===== config.mk =====
export PLATFORM = sky130hd
export DESIGN_NAME = spi_dac_slave_flat
export DESIGN_NICKNAME = d
export VERILOG_FILES = /design/src/rtl/spi_dac_if.sv /design/src/rtl/spi_dac_slave.sv /design/src/flat_wrapper.sv
export SDC_FILE = /design/constraint.sdc
export NUM_CORES = 1
export LEC_CHECK = 0
export BUFFER_PORTS_ARGS = -buffer_cell sky130_fd_sc_hd__buf_2
export CAP_MARGIN = 20
export CORE_MARGIN = 3
export CORE_UTILIZATION = 57
export DETAILED_ROUTE_END_ITERATION = 16
export PLACE_DENSITY = 0.85
export SETUP_SLACK_MARGIN = 0.02
export SYNTH_ARGS = -nofsm -noshare
export SYNTH_HDL_FRONTEND = slang
export SYNTH_SLANG_ARGS = --single-unit

===== constraint.sdc =====
create_clock -name clk -period 2.62 [get_ports clk]
set_input_delay 0.786 -clock clk [delete_from_list [all_inputs] [get_ports clk]]
set_output_delay 0.786 -clock clk [all_outputs]
set_load 0.02 [all_outputs]

===== src/rtl/spi_dac_if.sv =====
// SPI pin bundle plus decoded register-write and frame-status outputs.
// No latency of its own; pure signal grouping.
// No backpressure: the write port is a fire-and-forget pulse.
interface spi_dac_if #(
    parameter int ADDR_W = 8,
    parameter int DATA_W = 16
);
    logic              cs;
    logic              sclk;
    logic              da_sdi;
    logic              wr_en;
    logic [ADDR_W-1:0] wr_addr;
    logic [DATA_W-1:0] wr_data;
    logic              frame_done;
    logic              frame_err;
    logic [7:0]        word_cnt;
    logic              busy;

    // The decoder receives the SPI pins and drives the write port.
    modport slave (
        input  cs, sclk, da_sdi,
        output wr_en, wr_addr, wr_data, frame_done, frame_err, word_cnt, busy
    );

    // The SPI controller drives the pins and observes the write port.
    modport master (
        output cs, sclk, da_sdi,
        input  wr_en, wr_addr, wr_data, frame_done, frame_err, word_cnt, busy
    );
endinterface


===== src/rtl/spi_dac_slave.sv =====
// SPI slave: decodes [addr][word][word]... frames into register-write pulses.
// Latency: wr_en on the 3rd clk rising edge after the sclk pin falling edge carrying the last bit.
// No backpressure: every completed word produces a one-cycle wr_en; the consumer must accept it.
module spi_dac_slave #(
    parameter int ADDR_W = 8,   // must not exceed DATA_W (address is assembled in the data shifter)
    parameter int DATA_W = 16
) (
    input  logic       clk,
    input  logic       rst_n,
    spi_dac_if.slave   bus
);
    localparam int CNT_W = $clog2(DATA_W);
    localparam logic [CNT_W-1:0] ADDR_LAST = CNT_W'(ADDR_W - 1);
    localparam logic [CNT_W-1:0] DATA_LAST = CNT_W'(DATA_W - 1);

    typedef enum logic [1:0] {
        S_IDLE = 2'd0,
        S_ADDR = 2'd1,
        S_DATA = 2'd2
    } state_t;

    // Synchronizers and edge-detect history.
    logic             r_cs_s1, r_cs_s2;
    logic             r_sclk_s1, r_sclk_s2, r_sclk_d;
    logic             r_sdi_s1, r_sdi_s2;
    logic [1:0]       r_live;   // becomes 2'b11 once the synchronizers hold real pin values
    logic             r_cs_d;   // previous synchronized cs, forced low until r_live settles

    // Frame decoder state.
    state_t              r_state, w_state_nxt;
    logic [CNT_W-1:0]    r_bit_cnt, w_bit_cnt_nxt;
    logic [DATA_W-2:0]   r_shift, w_shift_nxt;
    logic [ADDR_W-1:0]   r_addr, w_addr_nxt;
    logic [7:0]          r_word_cnt, w_word_cnt_nxt;
    logic                r_wr_en, w_wr_en_nxt;
    logic [ADDR_W-1:0]   r_wr_addr, w_wr_addr_nxt;
    logic [DATA_W-1:0]   r_wr_data, w_wr_data_nxt;
    logic                r_done, w_done_nxt;
    logic                r_err, w_err_nxt;

    logic                w_cs_fall;
    logic                w_sclk_fall;
    logic [DATA_W-1:0]   w_word;

    // A cs falling edge is only believed once the synchronizer has shown cs high after reset,
    // so a reset released mid-frame waits for the next real frame start.
    assign w_cs_fall   = r_cs_d & ~r_cs_s2;
    // sclk edges are discarded whenever synchronized cs is high, including the same cycle.
    assign w_sclk_fall = r_sclk_d & ~r_sclk_s2 & ~r_cs_s2;
    // Word as it will look once the bit sampled this cycle is shifted in.
    assign w_word      = {r_shift, r_sdi_s2};

    // Two-flop synchronizers (equal depth for all pins) and edge-detect delay registers.
    always_ff @(posedge clk or negedge rst_n) begin
        if (!rst_n) begin
            r_cs_s1   <= 1'b1;
            r_cs_s2   <= 1'b1;
            r_sclk_s1 <= 1'b0;
            r_sclk_s2 <= 1'b0;
            r_sclk_d  <= 1'b0;
            r_sdi_s1  <= 1'b0;
            r_sdi_s2  <= 1'b0;
            r_live    <= 2'b00;
            r_cs_d    <= 1'b0;
        end else begin
            r_cs_s1   <= bus.cs;
            r_cs_s2   <= r_cs_s1;
            r_sclk_s1 <= bus.sclk;
            r_sclk_s2 <= r_sclk_s1;
            r_sclk_d  <= r_sclk_s2;
            r_sdi_s1  <= bus.da_sdi;
            r_sdi_s2  <= r_sdi_s1;
            r_live    <= {r_live[0], 1'b1};
            r_cs_d    <= r_live[1] ? r_cs_s2 : 1'b0;
        end
    end

    // Decoder state register and write/status output registers.
    always_ff @(posedge clk or negedge rst_n) begin
        if (!rst_n) begin
            r_state    <= S_IDLE;
            r_bit_cnt  <= '0;
            r_shift    <= '0;
            r_addr     <= '0;
            r_word_cnt <= '0;
            r_wr_en    <= 1'b0;
            r_wr_addr  <= '0;
            r_wr_data  <= '0;
            r_done     <= 1'b0;
            r_err      <= 1'b0;
        end else begin
            r_state    <= w_state_nxt;
            r_bit_cnt  <= w_bit_cnt_nxt;
            r_shift    <= w_shift_nxt;
            r_addr     <= w_addr_nxt;
            r_word_cnt <= w_word_cnt_nxt;
            r_wr_en    <= w_wr_en_nxt;
            r_wr_addr  <= w_wr_addr_nxt;
            r_wr_data  <= w_wr_data_nxt;
            r_done     <= w_done_nxt;
            r_err      <= w_err_nxt;
        end
    end

    // Next-state and datapath: address phase, then repeated data words until cs rises.
    always_comb begin
        w_state_nxt    = r_state;
        w_bit_cnt_nxt  = r_bit_cnt;
        w_shift_nxt    = r_shift;
        w_addr_nxt     = r_addr;
        w_word_cnt_nxt = r_word_cnt;
        w_wr_en_nxt    = 1'b0;
        w_wr_addr_nxt  = r_wr_addr;
        w_wr_data_nxt  = r_wr_data;
        w_done_nxt     = 1'b0;
        w_err_nxt      = 1'b0;

        case (r_state)
            S_IDLE: begin
                if (w_cs_fall) begin
                    w_state_nxt    = S_ADDR;
                    w_bit_cnt_nxt  = '0;
                    w_shift_nxt    = '0;
                    w_word_cnt_nxt = '0;
                end
            end

            S_ADDR: begin
                if (r_cs_s2) begin
                    // Frame ended before the address was complete.
                    w_state_nxt = S_IDLE;
                    w_err_nxt   = 1'b1;
                end else if (w_sclk_fall) begin
                    w_shift_nxt = w_word[DATA_W-2:0];
                    if (r_bit_cnt == ADDR_LAST) begin
                        w_addr_nxt    = w_word[ADDR_W-1:0];
                        w_bit_cnt_nxt = '0;
                        w_state_nxt   = S_DATA;
                    end else begin
                        w_bit_cnt_nxt = r_bit_cnt + CNT_W'(1);
                    end
                end
            end

            S_DATA: begin
                if (r_cs_s2) begin
                    // Clean end only on a word boundary with at least one word written.
                    w_state_nxt = S_IDLE;
                    if ((r_bit_cnt == '0) && (r_word_cnt != 8'd0)) begin
                        w_done_nxt = 1'b1;
                    end else begin
                        w_err_nxt  = 1'b1;
                    end
                end else if (w_sclk_fall) begin
                    w_shift_nxt = w_word[DATA_W-2:0];
                    if (r_bit_cnt == DATA_LAST) begin
                        w_wr_en_nxt   = 1'b1;
                        w_wr_addr_nxt = r_addr;
                        w_wr_data_nxt = w_word;
                        w_addr_nxt    = r_addr + ADDR_W'(1);
                        w_bit_cnt_nxt = '0;
                        if (r_word_cnt != 8'hFF) begin
                            w_word_cnt_nxt = r_word_cnt + 8'd1;
                        end
                    end else begin
                        w_bit_cnt_nxt = r_bit_cnt + CNT_W'(1);
                    end
                end
            end

            default: begin
                w_state_nxt = S_IDLE;
            end
        endcase
    end

    assign bus.wr_en      = r_wr_en;
    assign bus.wr_addr    = r_wr_addr;
    assign bus.wr_data    = r_wr_data;
    assign bus.frame_done = r_done;
    assign bus.frame_err  = r_err;
    assign bus.word_cnt   = r_word_cnt;
    assign bus.busy       = ~r_cs_s2;

endmodule


===== src/flat_wrapper.sv =====
// flat-port wrapper written by rule: the top's interface ports become plain ports
module spi_dac_slave_flat 
#(
    parameter int ADDR_W = 8,                                                                       
    parameter int DATA_W = 16
)
  (clk, rst_n, bus_cs, bus_sclk, bus_da_sdi, bus_wr_en, bus_wr_addr, bus_wr_data, bus_frame_done, bus_frame_err, bus_word_cnt, bus_busy);
  spi_dac_if #(.ADDR_W(ADDR_W), .DATA_W(DATA_W)) bus_i ();
  input  logic clk;
  input  logic rst_n;
  input wire logic [$bits(bus_i.cs)-1:0] bus_cs;
  input wire logic [$bits(bus_i.sclk)-1:0] bus_sclk;
  input wire logic [$bits(bus_i.da_sdi)-1:0] bus_da_sdi;
  output wire logic [$bits(bus_i.wr_en)-1:0] bus_wr_en;
  output wire logic [$bits(bus_i.wr_addr)-1:0] bus_wr_addr;
  output wire logic [$bits(bus_i.wr_data)-1:0] bus_wr_data;
  output wire logic [$bits(bus_i.frame_done)-1:0] bus_frame_done;
  output wire logic [$bits(bus_i.frame_err)-1:0] bus_frame_err;
  output wire logic [$bits(bus_i.word_cnt)-1:0] bus_word_cnt;
  output wire logic [$bits(bus_i.busy)-1:0] bus_busy;
  assign bus_i.cs = bus_cs;
  assign bus_i.sclk = bus_sclk;
  assign bus_i.da_sdi = bus_da_sdi;
  assign bus_wr_en = bus_i.wr_en;
  assign bus_wr_addr = bus_i.wr_addr;
  assign bus_wr_data = bus_i.wr_data;
  assign bus_frame_done = bus_i.frame_done;
  assign bus_frame_err = bus_i.frame_err;
  assign bus_word_cnt = bus_i.word_cnt;
  assign bus_busy = bus_i.busy;
  spi_dac_slave #(.ADDR_W(ADDR_W), .DATA_W(DATA_W)) u_core (.clk(clk), .rst_n(rst_n), .bus(bus_i));
endmodule

---- After elaboration in Yosys (flattened, before gate mapping) ----
Cells that the tools add are included.
word-level totals
  register bits after elaboration ......... 74
  input bits .............................. 5
  word-level logic and storage cells ...... 103
operators by class
  $add $sub $neg .......................... 3
  eq/ne operators ......................... 18
  muxes and demuxes ....................... 43
  bitwise gates (word level) .............. 5
  reduce and logical (&&, ||, !) cells .... 15
operators by type and width
  operator             count
  $mux 8               11
  $mux 15              3
  $pmux 8 s2           2
  $pmux 15 s2          1
  $mux 4               7
  $add 8x1->8 const B  2
  $ne 2x1->1 const B   8
  $pmux 4 s3           1
  $reduce_and 4->1     3
  $reduce_and 6->1     2
  $mux 1               11
  $mux 2               5
  $ne 8x8->1 const B   1
  $reduce_bool 8->1    1
  $reduce_and 7->1     1
  $ne 2x2->1 const B   3
  $ne 3x1->1 const B   2
  $pmux 2 s3           1
  $reduce_bool 2->1    3
  $add 4x1->4 const B  1
  $eq 4x3->1 const B   1
  $eq 4x4->1 const B   1
  $logic_not 4->1      1
  $and 1x1->1          3
  8 further kinds      9

---- Logic depth before layout (Yosys ltp) ----
Gate-level depths: netlist (run 1).
  word-level depth ........................ 6
  depth in mapped cells ................... 8
  depth with buffers taken out ............ 6

---- Worst setup path after synthesis (run 1) ----
No wires, ideal clock.
  kind .................................... reg2reg
  start ................................... register u_core.r_state[0]
  end ..................................... register u_core.r_wr_addr[4], in the netlist u_core.bus.wr_addr[4]
  data arrival time ....................... 1801 ps
  required time ........................... 2495 ps
  setup slack ............................. 694 ps
  cell stages (with the launch flop) ...... 8
  clock period less this slack ............ 1926 ps
  cell sequence ........................... dfrtp_1 > inv_1 > ha_1 > buf_2 > nand4_1 > nor2_2 > buf_2 > mux2_2
on the way
  word-level cells in the longest chain between the ends .. 2
RTL lines
  element                            RTL line              RTL
  start: declaration                 spi_dac_slave.sv:30   state_t r_state, w_state_nxt;
  start signal: assignment           spi_dac_slave.sv:92   r_state <= w_state_nxt;
  $eq 2x2->1                         spi_dac_slave.sv:118  case (r_state)
  $reduce_and 4->1 (no source line)  n/a
  end signal: assignment             spi_dac_slave.sv:98   r_wr_addr <= w_wr_addr_nxt;
  end: declaration                   spi_dac_slave.sv:36   logic [ADDR_W-1:0] r_wr_addr, w_wr_addr_nxt;
No other way between the ends.
A chain may end at the register's enable or synchronous reset.

---- Worst setup path after layout (run 1) ----
  start ................................... register u_core.r_state[0]
  end ..................................... register u_core.r_word_cnt[7], in the netlist u_core.bus.word_cnt[7]
on the way
  word-level cells in the longest chain between the ends .. 3
RTL lines
  element                                                    RTL line              RTL
  $eq 2x2->1 / $logic_not 2->1 (equally long branches)       spi_dac_slave.sv:118
  $ne 2x2->1 (no source line), or another cell as far along  n/a
  $reduce_and 6->1 (no source line)                          n/a
  end signal: assignment                                     spi_dac_slave.sv:96   r_word_cnt <= w_word_cnt_nxt;
  end: declaration                                           spi_dac_slave.sv:34   logic [7:0] r_word_cnt, w_word_cnt_nxt;
Parallel ways exist; a longest one is shown, timed or not.

==> results_dict.tcl, run 1 <==
set metrics [dict create \
    rows 27 \
    grt-ovfl-total 0 \
    ios 41 \
    worst_slew_pin_slew_ps 569 \
    postSynthNetCount 323 \
    synth_seq_area_share 0.551 \
    post_route_cells_drive_above_1_share 0.284 \
    post_synth_num_cell_types 48 \
    critical_path_at_ps 2610 \
    synth-main-ff-cell "dfrtp_1" \
    cp.required_ps 2850 \
    postCtsHoldBufs 0 \
    synth.ff_latch_count 74 \
    status "complete, no violations" \
    synth_xor_area_frac 0 \
    setup_tns_ps 0 \
    gp_congestion 0.891 \
    min-delay-path-class "flop to flop" \
    unrepaired_setup_endpoints_after_global_routing "false" \
    die-width_um 82.9 \
    dr.pass1.iters 5 \
    most_common_cell_in_the_synthesized_netlist "dfrtp_1" \
    synth_edf_count 0 \
    cts-htree-levels 3 \
    synth_compound_area_frac 0.123 \
    worstPathMaxFanout 15 \
    die_h_um 82.9 \
    io_buffers 40 \
    clk_latency_ps 360 \
    end_of_flow_core_utilization 0.689 \
    cts.root.buffer_cell "clkbuf_8" \
    synth_area_leaders "dfrtp_1 53%, mux2_2 8.0%, nand2_1 4.3%" \
    via_per_inst 5.86 \
    worst_slew_margin_rel 0.621 \
    cts_sinks 74 \
    post-route-period-util 0.908 \
    ys_async_sr_fraction 1.00 \
    track_usage 0.198 \
    via_count_of_the_first_global_routing_pass 2395 \
    pleak_uw 0.00185 \
    drcViolationCount 0 \
    synth_top_family_by_area "simple AND/OR/NAND/NOR gates" \
    num_antenna_cells 0 \
    first_pass_grt_wire_length_um 11200 \
    yosys.area_share.simple 0.150 \
    startpoint_type "flop" \
    clockBufferDepth 2 \
    power_per_cell_area_nw_per_um2 762 \
    yosysTopAreaCell "dfrtp_1" \
    fmax_mhz 420 \
    area_share_of_fa_ha_maj_cells_after_synthesis 0.0371 \
    synthToLayoutAreaGrowth_pct 14.7 \
    post_synth_mux_area_share 0.104 \
    post_cts.resized_instances 0 \
    fillerInstances 449 \
    number_of_antenna_violations_at_the_first_check_in_global_routing 0 \
    finalSetupViolations 0 \
    finalWirelength_um 6390 \
    yosysWarnings 0 \
    finalHoldViolCount 0 \
    vias 2524 \
    cts-buffers-inserted 9 \
    cts_tree "built" \
    synthesis.area_um2 3370 \
    post_cts_clock_slew_at_the_launch_and_capture_registers_of_the_worst_setup_and_hold_paths_ps 90 \
    timing.setup.critical_path_class "flop to flop" \
    core_area_um2 5610 \
    cp-end-kind "flop" \
    dp_hpwl_um 4310 \
    synth.avg_cell_area_um2 10.9 \
    yosys.area.top_type_share 0.535 \
    worst_clock_skew_ps 11.7 \
    num-nets-final 369 \
    drc_violation_total_after_the_first_tritonroute_iteration 153 \
    synthTopCellsByCount "72 x dfrtp_1, 39 x nand2_1, 24 x mux2_2, 21 x o21ai_0" \
    postSynthCellCount 308 \
    number_of_max_slew_violations_in_the_final_report 0 \
    postCtsSetupBuffers 0 \
    r2r_setup_slk_ps 240 \
    postRouteAntennaNets 0 \
    vdd_drop_max_mv 0.517 \
    dieArea_um2 6870 \
    route.detailed.wl_per_inst_um 14.8 \
    count_of_maximum_capacitance_violations 0 \
    finalCriticalPeriod_ps 2380 \
    grt_max_degree 75 \
    initial_core_util 0.601 \
]
[final timing paths]
| kind | start | to | cells after the start |
|---|---|---|---|
| max | u_core.r_state[0] | u_core.bus.word_cnt[7] | 6 |
| min | u_core.r_live[0] | u_core.r_live[1] | 0 |
| max reg2reg | u_core.r_state[0] | u_core.bus.word_cnt[7] | 6 |
| min reg2reg | u_core.r_live[0] | u_core.r_live[1] | 0 |
| max in group asynchronous | rst_n | u_core.r_cs_s2 | 2 |
| min in group asynchronous | rst_n | u_core.bus.word_cnt[0] | 2 |
[kinds of logic after synthesis]
kind of cell / after synthesis
fa+ha+maj: 10
compound gates: 59
flops: 74
other cells: 1
simple gates: 103
buf+inv: 29
mux: 32
[metrics by stage]
stage               area, um^2  setup WS [ps]  hold WS, ps  total power, uW  cells
CTS                       3860            271          353             2960    431
finish                    3860            240          351             2940    431
floorplan                 3370            694          331             1910    308
global placement          3680            449          332             2100    415
global route              3860           80.6          364             3130    431
detailed placement        3680            336          335             2130    415
[cells in the final DEF, fill, tap and decap left out, types with 2 or more instances in the layout]
cell        netlist  final
a21oi_1           4      4
a221oi_1          4      4
a31oi_1           2      2
and2_1            3      3
buf_2             5     40
buf_4             0      6
clkbuf_8          0      9
clkinv_4          0      2
clkinvlp_4        0      2
dfrtp_1          72     72
dfstp_2           2      2
ha_1             10     10
inv_1            16     16
inv_6             0      2
mux2_2           24     24
mux2i_1           7      7
nand2_1          39     39
nand2b_1          2      2
nand3_1          14     14
nand4_1           8      8
nor2_1           16     16
nor3_1            4      4
nor3b_1           2      2
nor4_1            4      4
o211ai_1          4      4
o21ai_0          21     21
o31ai_1           5      5
o41ai_1           6      6
or2_2             3      3
[metal layers]
metal  vias up  share of wire  GRT usage
met5         -              0          0
met4         0          0.019     0.0847
met3        14          0.057     0.0526
met2        82           0.46      0.297
met1      1223           0.46      0.275
li1       1205              -          -
[flip-flops by register name, summed over array words and instances, names as in the netlist, 2 cells and up]
name                 count
u_core.bus.word_cnt      8
u_core.bus.wr_addr       8
u_core.bus.wr_data      16
u_core.r_addr            8
u_core.r_bit_cnt         4
u_core.r_live            2
u_core.r_shift          15
u_core.r_state           2
[critical path, stage by stage, from the launching register on]
cell and delay (ps):
dfrtp_1 420, inv_1 120, ha_1 490, nand4_1 240
o22ai_1 300, nand4_1 280, o41ai_1 410
[final cells by class]
cell class / instances / area (um^2) / share of cell area
Sequential cell: 74 / 1850 / 0.480
Multi-Input combinational cell: 205 / 1410 / 0.364
Timing Repair Buffer: 47 / 265 / 0.0687
Clock buffer: 9 / 124 / 0.0321
Tap cell: 72 / 90.1 / 0.0233
Inverter: 17 / 63.8 / 0.0165
Clock inverter: 7 / 61.3 / 0.0159
[report_power, final]
group          internal, uW  switching, uW
registers              1250            129
logic                   269            468
clock network           359            463
No activity file was read; power rests on OpenSTA's default activity.
==> run 2: changes to the inputs <==
- GPL_TIMING_DRIVEN: default -> 0
==> results_dict.tcl, run 2 (same netlist as run 1, synthesis figures left out) <==
set metrics [dict create \
    number_of_max_slew_violations_in_the_final_report 0 \
    via_count_of_the_first_global_routing_pass 2455 \
    pleak_uw 0.00184 \
    drc_violation_total_after_the_first_tritonroute_iteration 241 \
    finalWirelength_um 6860 \
    initial_core_util 0.601 \
    crit_end "u_core.bus.wr_data[3]" \
    post_route_cells_drive_above_1_share 0.267 \
    number_of_antenna_violations_at_the_first_check_in_global_routing 0 \
    postCtsSetupBuffers 0 \
    num_antenna_cells 0 \
    clk_latency_ps 340 \
    grt-ovfl-total 0 \
    setup_tns_ps 0 \
    cts_sinks 74 \
    rows 27 \
    dp_hpwl_um 4680 \
    worst_slew_pin_slew_ps 905 \
    post_cts.resized_instances 0 \
    worst_clock_skew_ps 9.78 \
    grt_max_degree 75 \
    count_of_maximum_capacitance_violations 0 \
    ios 41 \
    drcViolationCount 0 \
    clockBufferDepth 2 \
    post_place_worst_slack_ps 322 \
    vdd_drop_max_mv 0.487 \
    gp_congestion 0.935 \
    hold_path.startpoint "u_core.r_live[0]" \
    regToRegEndpoint "u_core.bus.wr_data[3]" \
    postCtsHoldBufs 0 \
    fin_ws_ps 257 \
    unrepaired_setup_endpoints_after_global_routing "false" \
    core_area_um2 5610 \
    cts.root.buffer_cell "clkbuf_8" \
    postRouteAntennaNets 0 \
    die_h_um 82.9 \
    finalCriticalPeriod_ps 2360 \
    post-route-period-util 0.902 \
    cp-end-kind "flop" \
    startpoint_type "flop" \
    layout.cells.non_filler 435 \
    via_per_inst 5.88 \
    commonest_non_fill_non_tap_cell_in_the_layout "dfrtp_1" \
    fmax_mhz 423 \
    first_pass_grt_wire_length_um 11800 \
    post_cts_clock_slew_at_the_launch_and_capture_registers_of_the_worst_setup_and_hold_paths_ps 70 \
    synthToLayoutAreaGrowth_pct 13.4 \
    worst_slew_margin_rel 0.397 \
    min-delay-path-class "flop to flop" \
    vias 2556 \
    route.detailed.wl_per_inst_um 15.8 \
    cts-htree-levels 3 \
    num-nets-final 374 \
    die-width_um 82.9 \
    r2r_cells 7 \
    finalSetupViolations 0 \
    worstPathMaxFanout 10 \
    numPlacedInstances 420 \
    largest_register_ffs 16 \
    timing.setup.critical_path_class "flop to flop" \
    track_usage 0.211 \
    cts-buffers-inserted 9 \
    cp.required_ps 2840 \
    status "complete, no violations" \
    power_per_cell_area_nw_per_um2 749 \
    worstSetupStartpoint "u_core.r_state[0]" \
    r2r_setup_slk_ps 260 \
    critical_path_at_ps 2580 \
    cts_tree "built" \
    dieArea_um2 6870 \
    dr.pass1.iters 7 \
    commonest_cells_after_routing_fill_and_taps_aside "72 x dfrtp_1, 44 x buf_2, 39 x nand2_1" \
    finalHoldViolCount 0 \
    io_buffers 40 \
    regToRegStartpoint "u_core.r_state[0]" \
]
## run 2: critical path, stage by stage, from the launching register on
cell	delay, ps
dfrtp_1	420
inv_1	130
ha_1	170
buf_2	230
nand4_1	200
nor2_2	360
buf_2	360
mux2_2	380
## run 2: final cells by class
type	count	area [um^2]
clock buffer	10	128
multi-input combinational	205	1400
tap	72	90.1
timing repair buffer	40	203
fill	428	1790
clock inverter	5	32.5
sequential	74	1850
buffer	12	51.3
inverter	17	63.8
## run 2: worst min-delay path by stage
stage                            end  cells after the start
CTS                 u_core.r_live[1]                      0
global placement     u_core.r_sdi_s2                      0
global route         u_core.r_sdi_s2                      0
finish              u_core.r_live[1]                      0
floorplan           u_core.r_live[1]                      0
detailed placement  u_core.r_live[1]                      0
## run 2: where the power goes
part | switching, uW | leakage (uW) | internal, uW | total [uW]
logic | 488 | 0.000759 | 251 | 739
registers | 132 | 0.000993 | 1260 | 1390
clock network | 400 | 0.0000859 | 337 | 737
total | 1020 | 0.00184 | 1840 | 2860
## run 2: routing by layer
metal / vias up / GRT usage / part of all wire
li1: 1208 / - / -
met3: 13 / 0.0377 / 0.055
met2: 104 / 0.329 / 0.47
met5: - / 0 / 0
met4: 0 / 0.0847 / 0.017
met1: 1231 / 0.296 / 0.46
## run 2: metrics by stage
step / total power (uW) / hold slack, ps / util / instance area [um^2]
2_1_floorplan: 1910 / 331 / - / 3370
5_1_grt: 3060 / 368 / 0.681 / 3820
3_5_place_dp: 2120 / 336 / 0.653 / 3660
6_report: 2860 / 349 / 0.681 / 3820
4_1_cts: 2870 / 352 / 0.681 / 3820
3_3_place_gp: 2080 / 331 / 0.652 / 3660
==> run 3: changes to the inputs <==
- CORE_MARGIN: 3 -> 5
- RECOVER_POWER: default -> 50
==> results_dict.tcl, run 3 (same netlist as run 1, synthesis figures left out) <==
set metrics [dict create \
    finalWirelength_um 7060 \
    finalSetupViolations 0 \
    commonest_cells_after_routing_fill_and_taps_aside "72 x dfrtp_1, 39 x nand2_1, 36 x buf_2" \
    die_h_um 86.9 \
    drc_violation_total_after_the_first_tritonroute_iteration 202 \
    timing.setup.critical_path_class "flop to flop" \
    fin_ws_ps 215 \
    io_buffers 40 \
    fmax_mhz 416 \
    power_per_cell_area_nw_per_um2 822 \
    drcViolationCount 0 \
    post_route_cells_drive_above_1_share 0.245 \
    seqCellArea_um2 1850 \
    num_antenna_cells 0 \
    clockBufferDepth 2 \
    multi_input_area_um2 1400 \
    worst_slew_margin_rel -0.178 \
    largest_register_ffs 16 \
    vias 2584 \
    dr.pass1.iters 7 \
    fin_hold_ws_ps 349 \
    timing.critical_path.buf_inv 3 \
    cts-htree-levels 3 \
    via_per_inst 5.89 \
    fillerInstances 455 \
    worst_slew_pin_slew_ps 1770 \
    setup_tns_ps 0 \
    grt_max_degree 75 \
    dieArea_um2 7550 \
    track_usage 0.206 \
    numPlacedInstances 423 \
    post_cts_clock_slew_at_the_launch_and_capture_registers_of_the_worst_setup_and_hold_paths_ps 80 \
    cp-end-kind "flop" \
    rows 28 \
    min-delay-path-class "flop to flop" \
    core_area_um2 5820 \
    cts-buffers-inserted 9 \
    grt-ovfl-total 0 \
    failing_checks "max-capacitance violations, max-slew violations" \
    gp_congestion 0.893 \
    cts_sinks 74 \
    post-route-period-util 0.918 \
    postCtsSetupBuffers 0 \
    timing.critical_path.max_delay_family "buffers and inverters" \
    number_of_max_slew_violations_in_the_final_report 75 \
    clk_latency_ps 350 \
    ios 41 \
    status "complete, but fails checks" \
    first_pass_grt_wire_length_um 12000 \
    postCtsHoldBufs 0 \
    layout.cells.non_filler 439 \
    count_of_maximum_capacitance_violations 1 \
    number_of_antenna_violations_at_the_first_check_in_global_routing 0 \
    critical_path_at_ps 2640 \
    vdd_drop_max_mv 0.668 \
    cts.root.buffer_cell "clkbuf_8" \
    via_count_of_the_first_global_routing_pass 2514 \
    postRouteAntennaNets 0 \
    critPathSlowestCell "dfrtp_1" \
    initial_core_util 0.579 \
    worstPathMaxFanout 10 \
    commonest_non_fill_non_tap_cell_in_the_layout "dfrtp_1" \
    synthToLayoutAreaGrowth_pct 15.6 \
    finalHoldViolCount 0 \
    worst_clock_skew_ps 10.2 \
    pleak_uw 0.00184 \
    dp_hpwl_um 4800 \
    num-nets-final 374 \
    startpoint_type "flop" \
    post_cts.resized_instances 0 \
    critical_path.max_stage_delay_ps 440 \
    route.detailed.wl_per_inst_um 16.1 \
    die-width_um 86.9 \
    post_place_worst_slack_ps 289 \
    critical_path.most_common_cell "buf_2" \
    cts_tree "built" \
    unrepaired_setup_endpoints_after_global_routing "false" \
    cp.required_ps 2860 \
    finalCriticalPeriod_ps 2410 \
    worstPathCellList "inv_1 > ha_1 > buf_2 > nand4_1 > nor2_2 > buf_2 > mux2_2" \
]
==> run 3: cell types whose count changed in the layout (fill, tap and decap cells not counted), sizes merged <==
| cell | delta |
|---|---|
| buf | -9 |
| bufinv | +3 |
| clkbuf | +9 |
| clkinv | -4 |
| inv | +2 |
==> run 3: stage by stage <==
stage	power [uW]	cell area, um^2	utilization
5_1_grt	3370	3890	0.669
6_report	3200	3890	0.669
2_1_floorplan	1910	3370	-
3_3_place_gp	2090	3660	0.630
4_1_cts	3200	3910	0.671
3_5_place_dp	2130	3660	0.630
==> run 3: worst paths after layout <==
check / start / end / slack, ps / depth (start not counted)
max in group asynchronous: rst_n / u_core.bus.wr_addr[7] / 680 / 1
worst max-delay path: u_core.r_state[0] / u_core.bus.wr_data[6] / 210 / 7
worst min register to register: u_core.r_sclk_s1 / u_core.r_sclk_s2 / 350 / 0
min in group asynchronous: rst_n / u_core.r_cs_d / 910 / 1
worst max register to register: u_core.r_state[0] / u_core.bus.wr_data[6] / 210 / 7
worst min-delay path: u_core.r_sclk_s1 / u_core.r_sclk_s2 / 350 / 0
==> run 3: cell type report <==
| type | count | share of cell area |
|---|---|---|
| Timing Repair Buffer | 40 | 0.0489 |
| Buffer | 12 | 0.0132 |
| Clock inverter | 6 | 0.0289 |
| Sequential cell | 74 | 0.476 |
| Tap cell | 75 | 0.0241 |
| Inverter | 17 | 0.0164 |
| Clock buffer | 10 | 0.0328 |
| Multi-Input combinational cell | 205 | 0.359 |
==> run 3: routing by layer <==
layer,vias up,part of all wire,GRT usage
met5,-,0,0
met4,0,0.029,0.108
met3,22,0.062,0.0416
met2,100,0.47,0.309
met1,1253,0.44,0.283
li1,1209,-,-
==> run 3: power breakdown <==
group	internal [uW]	switching, uW	total [uW]
registers	1250	138	1390
logic	249	491	739
clock network	638	431	1070
